$ cat src/rtl/branch_resolve_ctrl.sv
`default_nettype none
// ============================================================================
// Module   : branch_resolve_ctrl
// Purpose  : Resolves conditional branches and jumps from the execute stage,
//            trains a table of 2-bit direction counters, and issues a
//            registered fetch redirect plus a one-cycle IF/ID flush on a
//            misprediction. Keeps saturating branch/mispredict statistics.
// Revision : 1.0 - initial release
// ============================================================================
module branch_resolve_ctrl #(
    parameter int BHT_IDX_W = 4,
    parameter int CNT_W     = 32
) (
    input  logic             clk,
    input  logic             reset,
    // execute-stage resolution
    input  logic             ex_valid_i,
    input  logic             ex_is_b_type_i,
    input  logic             ex_is_jump_i,
    input  logic [63:0]      ex_pc_i,
    input  logic [63:0]      ex_target_i,
    input  logic             ex_pred_taken_i,
    input  logic             branch_taken_i,
    // fetch-side prediction lookup
    input  logic [63:0]      pred_pc_i,
    output logic             pred_taken_o,
    // fetch redirect
    output logic             redirect_valid_o,
    output logic [63:0]      redirect_pc_o,
    input  logic             redirect_ready_i,
    output logic             flush_o,
    // statistics
    output logic [CNT_W-1:0] branch_cnt_o,
    output logic [CNT_W-1:0] mispredict_cnt_o
);

    localparam int              C_BHT_ENTRIES = 1 << BHT_IDX_W;
    localparam logic [1:0]      C_BHT_INIT    = 2'b01;   // weakly not-taken
    localparam logic [1:0]      C_BHT_MAX     = 2'b11;
    localparam logic [1:0]      C_BHT_MIN     = 2'b00;
    localparam logic [CNT_W-1:0] C_CNT_MAX    = '1;
    localparam logic [CNT_W-1:0] C_CNT_ONE    = CNT_W'(1);

    typedef enum logic [0:0] {
        ST_IDLE     = 1'b0,
        ST_REDIRECT = 1'b1
    } state_t;

    state_t                 r_state;
    state_t                 w_state_next;

    logic [1:0]             r_bht [C_BHT_ENTRIES];
    logic [63:0]            r_redirect_pc;
    logic                   r_flush;
    logic [CNT_W-1:0]       r_branch_cnt;
    logic [CNT_W-1:0]       r_mispredict_cnt;

    logic                   w_in_idle;
    logic                   w_is_ctrl;
    logic                   w_resolve;
    logic                   w_actual_taken;
    logic                   w_mispredict;
    logic [63:0]            w_correct_pc;
    logic                   w_bht_update;
    logic [BHT_IDX_W-1:0]   w_upd_idx;
    logic [BHT_IDX_W-1:0]   w_pred_idx;
    logic [1:0]             w_bht_cur;
    logic [1:0]             w_bht_next;
    logic                   w_handshake;
    logic                   w_unused_pred_bits;

    // Decode of the execute-stage event. Instructions seen while a redirect
    // is outstanding are on the wrong path, so resolution is gated to IDLE.
    // A jump always counts as taken, which also makes an instruction flagged
    // as both branch and jump behave as a jump.
    always_comb begin
        w_in_idle      = (r_state == ST_IDLE);
        w_is_ctrl      = ex_is_b_type_i | ex_is_jump_i;
        w_resolve      = ex_valid_i & w_is_ctrl & w_in_idle;
        w_actual_taken = ex_is_jump_i | branch_taken_i;
        w_mispredict   = w_resolve & (w_actual_taken != ex_pred_taken_i);
        w_correct_pc   = w_actual_taken ? ex_target_i : (ex_pc_i + 64'd4);
        w_bht_update   = w_resolve & ex_is_b_type_i & ~ex_is_jump_i;
        w_handshake    = (r_state == ST_REDIRECT) & redirect_ready_i;
    end

    // Table indices: instructions are word aligned, so PC[1:0] is skipped.
    assign w_upd_idx  = ex_pc_i[BHT_IDX_W+1:2];
    assign w_pred_idx = pred_pc_i[BHT_IDX_W+1:2];

    // Upper and alignment bits of the lookup PC do not take part in indexing.
    assign w_unused_pred_bits = ^{pred_pc_i[63:BHT_IDX_W+2], pred_pc_i[1:0]};

    // Saturating 2-bit counter step for the entry being trained.
    always_comb begin
        w_bht_cur  = r_bht[w_upd_idx];
        w_bht_next = w_bht_cur;
        if (branch_taken_i) begin
            if (w_bht_cur != C_BHT_MAX) begin
                w_bht_next = w_bht_cur + 2'b01;
            end
        end else begin
            if (w_bht_cur != C_BHT_MIN) begin
                w_bht_next = w_bht_cur - 2'b01;
            end
        end
    end

    // FSM state register.
    always_ff @(posedge clk) begin
        if (reset) begin
            r_state <= ST_IDLE;
        end else begin
            r_state <= w_state_next;
        end
    end

    // FSM next-state: enter REDIRECT on a mispredict, leave on handshake.
    always_comb begin
        w_state_next = r_state;
        case (r_state)
            ST_IDLE: begin
                if (w_mispredict) begin
                    w_state_next = ST_REDIRECT;
                end
            end
            ST_REDIRECT: begin
                if (w_handshake) begin
                    w_state_next = ST_IDLE;
                end
            end
            default: begin
                w_state_next = ST_IDLE;
            end
        endcase
    end

    // Redirect target and flush pulse. The flush is raised only by a
    // mispredict, which can only happen in IDLE, so it is naturally confined
    // to the first REDIRECT cycle. The target is captured once and then held.
    always_ff @(posedge clk) begin
        if (reset) begin
            r_redirect_pc <= 64'd0;
            r_flush       <= 1'b0;
        end else begin
            r_flush <= w_mispredict;
            if (w_mispredict) begin
                r_redirect_pc <= w_correct_pc;
            end
        end
    end

    // Direction table training; jumps and wrong-path instructions are ignored.
    always_ff @(posedge clk) begin
        if (reset) begin
            for (int i = 0; i < C_BHT_ENTRIES; i++) begin
                r_bht[i] <= C_BHT_INIT;
            end
        end else if (w_bht_update) begin
            r_bht[w_upd_idx] <= w_bht_next;
        end
    end

    // Saturating statistics counters.
    always_ff @(posedge clk) begin
        if (reset) begin
            r_branch_cnt     <= '0;
            r_mispredict_cnt <= '0;
        end else begin
            if (w_resolve && (r_branch_cnt != C_CNT_MAX)) begin
                r_branch_cnt <= r_branch_cnt + C_CNT_ONE;
            end
            if (w_mispredict && (r_mispredict_cnt != C_CNT_MAX)) begin
                r_mispredict_cnt <= r_mispredict_cnt + C_CNT_ONE;
            end
        end
    end

    // Lookup reads the registered table, so a same-cycle update to the same
    // entry is not visible until the following cycle.
    assign pred_taken_o     = r_bht[w_pred_idx][1];
    assign redirect_valid_o = (r_state == ST_REDIRECT);
    assign redirect_pc_o    = r_redirect_pc;
    assign flush_o          = r_flush;
    assign branch_cnt_o     = r_branch_cnt;
    assign mispredict_cnt_o = r_mispredict_cnt;

endmodule
`default_nettype wire

$ cat config.mk
export PLATFORM = sky130hd
export DESIGN_NAME = branch_resolve_ctrl
export DESIGN_NICKNAME = d
export VERILOG_FILES = /design/src/rtl/branch_resolve_ctrl.sv
export SDC_FILE = /design/constraint.sdc
export NUM_CORES = 1
export LEC_CHECK = 0
export CORE_AREA = 3 3 149 151
export CTS_BUF_LIST = sky130_fd_sc_hd__clkbuf_8
export DETAILED_ROUTE_END_ITERATION = 10
export DIE_AREA = 0 0 152 154
export GPL_ROUTABILITY_DRIVEN = 0
export PLACE_DENSITY = 0.79
export SLEW_MARGIN = 25
export SYNTH_ARGS = -nofsm -noshare
export SYNTH_HDL_FRONTEND = slang
export SYNTH_SLANG_ARGS = --single-unit
$ cat constraint.sdc
create_clock -name clk -period 2.4 [get_ports clk]
set_clock_uncertainty 0.05 [all_clocks]
set_input_delay 0.24 -clock clk [delete_from_list [all_inputs] [get_ports clk]]
set_output_delay 0.24 -clock clk [all_outputs]
set_load 0.05 [all_outputs]
==> impl_metrics.yaml <==
run_status:
  outcome: "completed"
synthesis:
  sequential_cell_area_fraction_in_the_yosys_report: 0.404
  async_reset_ff_frac: 0
  netlist_area_um2: 8820
  ys_seq_elements: 162
  syn_area_per_cell_um2: 8.48
  mappedNetlistNets: 1247
  gate_count_post_synth: 1041
  yosysTopAreaCellShare: 0.295
  synth_enable_flop_cells: 32
  main_area_contributors_after_synthesis: "sky130_fd_sc_hd__dfxtp_1, sky130_fd_sc_hd__edfxtp_1, sky130_fd_sc_hd__xor2_1"
  synthDistinctLibCells: 53
  ys_dominant_reg_cell: "sky130_fd_sc_hd__dfxtp_1"
  ys.warnings.count: 0
  synth_top_area_cell: "sky130_fd_sc_hd__dfxtp_1"
grt:
  globalRouteTotalUtil: 0.247
  pin_count_of_the_biggest_net_entering_global_routing: 55
  grt_antenna_before_repair: 0
  first_global_vias: 9223
  grt_pass1_wl_mm: 47.6
  overflow: 0
sta:
  layout_min_cycle_time_ns: 2.34
  hold_ws_ns: 0.260
  report.final.slew_viol_count: 0
  fmaxAchievable_mhz: 427
  worstMarginPinSlew_ns: 0.684
  rsz_0062_raised_after_global_routing: "no"
  setup_violations: 0
  period_share: 0.977
  final-hold-violation-count: 0
  slew-limit-headroom: 0.542
placed_design:
  place.detailed.hpwl_mm: 22.4
  port_buffers: 270
  post_dp_cell_area_um2: 12600
critical_path:
  cp-end-kind: "output pin"
  crit_arrival_ns: 2.05
  crit_path_max_fanout: 4
  setup.worst_path.start_class: "input pin"
  rr_worst_depth: 6
  cp.required_ns: 2.11
  setup.reg_to_reg.worst_slack_ns: 0.16
  worstSetupPathType: "in -> out"
cells_and_area:
  n_fill_cell: 1761
  layout_cells_sized_above_1: 0.140
  layout_commonest_cell: "sky130_fd_sc_hd__clkdlybuf4s50_1"
  number_of_diodes: 0
  final_core_util: 0.625
  final_area_um2: 13100
  mostFrequentLayoutCells: "sky130_fd_sc_hd__clkdlybuf4s50_1, sky130_fd_sc_hd__dfxtp_1, sky130_fd_sc_hd__buf_4, sky130_fd_sc_hd__nor2_1, sky130_fd_sc_hd__nand2_1"
  syn_to_final_growth_pct: 48.4
  design.final.nets: 1590
clock_network:
  sink_count_of_the_clock_tree: 162
  clock_path_buffers: 2
  cts_made_buffers: 17
  clock_tree.htree_level_count: 4
  clk_transition_reported_paths_ns: 0.08
  cts_tree: "built"
  clock_latency_ns: 0.45
  root_buffer: "sky130_fd_sc_hd__clkbuf_8"
detailed_routing:
  detail_route.iter0.violations: 547
  routed_wire_length_per_instance_um: 18.0
  vias: 9368
  drt-vias-per-instance: 5.61
  drt_first_pass_iters: 5
  drt_wl_total_mm: 30.1
  route.detailed.drc: 0
  antenna_left: 0
power_and_ir_drop:
  total_leakage_power_nw: 4.82
  ir_drop_mv: 0.383
  power_mw: 6.20
  pwr_density_cell_nw_per_um2: 474
floorplan:
  start_util: 0.421
  die_w_um: 152
  placementRows: 53
  die_area_um2: 23400
  chipHeight_um: 154
  io_pins: 331
  coreArea_um2: 21000
job:
  max_cap_viol_count: 0
worst_hold_path:
  hold_depth: 4
  holdCritPathClass: "in -> reg"
==> worst max-delay path: stages <==
cell                              delay [ns]
sky130_fd_sc_hd__clkdlybuf4s50_1        0.45
sky130_fd_sc_hd__buf_4                  0.16
sky130_fd_sc_hd__mux4_2                 0.55
sky130_fd_sc_hd__mux4_2                 0.48
sky130_fd_sc_hd__buf_6                  0.17
==> metrics by stage <==
step                      setup TNS (ns)  setup slack, ns  instances
after global placement            -26.80           -0.470       1637
after detailed placement          -30.01           -0.503       1637
after floorplan                   -0.142          -0.0206       1041
final                                  0           0.0554       1671
after CTS                              0          0.00259       1668
after global routing                   0         0.000262       1671
==> what timing repair did <==
| action | 4_1_cts | 5_1_grt |
|---|---|---|
| buffers inserted | 0 | 3 |
| pin swaps | 0 | 10 |
| cloned | 0 | 0 |
| hold buffers | 0 | 0 |
| endpoints found under the setup margin | 1 | 59 |
| gates resized for setup | 1 | 21 |
==> cell usage after synthesis (5+ instances only) <==
cell type                    n
sky130_fd_sc_hd__nor4_1      9
sky130_fd_sc_hd__o22ai_1    31
sky130_fd_sc_hd__mux4_2     13
sky130_fd_sc_hd__a21oi_1    59
sky130_fd_sc_hd__o21ai_0    33
sky130_fd_sc_hd__a211oi_1   11
sky130_fd_sc_hd__o211ai_1    7
sky130_fd_sc_hd__and3_1     60
sky130_fd_sc_hd__nand4_1    49
sky130_fd_sc_hd__nand2b_1    9
sky130_fd_sc_hd__and2_1     12
sky130_fd_sc_hd__nor2b_1     5
sky130_fd_sc_hd__nand3_1    74
sky130_fd_sc_hd__or3_1      14
sky130_fd_sc_hd__dfxtp_1   130
sky130_fd_sc_hd__edfxtp_1   32
sky130_fd_sc_hd__nor3_1     37
sky130_fd_sc_hd__a311oi_1    7
sky130_fd_sc_hd__nand2_1    75
sky130_fd_sc_hd__and4_1     17
sky130_fd_sc_hd__inv_1      16
sky130_fd_sc_hd__clkbuf_1   62
sky130_fd_sc_hd__ha_1        6
sky130_fd_sc_hd__nor2_1    116
sky130_fd_sc_hd__xor2_1     54
sky130_fd_sc_hd__a31oi_1     7
sky130_fd_sc_hd__xnor2_1    50
==> cell families (layout without fill, tap and decap cells) <==
group	count (synthesis)	count (layout)	share of synthesized area
and+or+nand+nor	492	492	0.289
AOI/OAI and AO/OA	175	175	0.120
DFF	162	162	0.404
xor gates and xnor gates	104	104	0.103
buffers and inverters	84	439	0.0363
muxes	16	16	0.0369
adders and majority gates	8	8	0.0108
==> sequential cells by signal (all words and copies together) (netlist names) <==
register	cells
redirect_valid_o	1
r_bht	32
branch_cnt_o	32
mispredict_cnt_o	32
flush_o	1
redirect_pc_o	64
==> layout make-up <==
| cell class | instances | area, um2 | share of cell area |
|---|---|---|---|
| clock buffers | 18 | 248 | 0.0189 |
| well taps | 275 | 344 | 0.0263 |
| flip-flops and latches | 162 | 3570 | 0.273 |
| clock inverters | 13 | 138 | 0.0105 |
| repair buffers | 392 | 3720 | 0.284 |
| inverters | 16 | 60.1 | 0.00459 |
| multi-input cells | 795 | 5010 | 0.383 |
==> final timing paths <==
path / startpoint / endpoint
max: pred_pc_i[2] / pred_taken_o
min: reset / r_bht[7][0]$_SDFFCE_PN1P_
max reg2reg: r_bht[11][1]$_SDFFCE_PN0P_ / r_bht[11][0]$_SDFFCE_PN1P_
min reg2reg: redirect_pc_o[4]$_SDFFE_PP0P_ / redirect_pc_o[4]$_SDFFE_PP0P_
==> where the power goes <==
part | internal [mW] | switching (mW)
Sequential | 2.85 | 0.0523
Clock | 0.948 | 1.06
Combinational | 0.584 | 0.712
Total | 4.38 | 1.83
==> metal layers <==
layer | vias to the layer above | routed length (um) | global-route usage | share of wire
li1 | 4473 | - | - | -
met1 | 4447 | 12400 | 0.308 | 0.41
met2 | 391 | 14800 | 0.426 | 0.49
met3 | 57 | 2090 | 0.0540 | 0.070
met4 | 0 | 720 | 0.0813 | 0.024
met5 | - | 0 | 0 | 0
No activity file was read; power rests on OpenSTA's default activity.
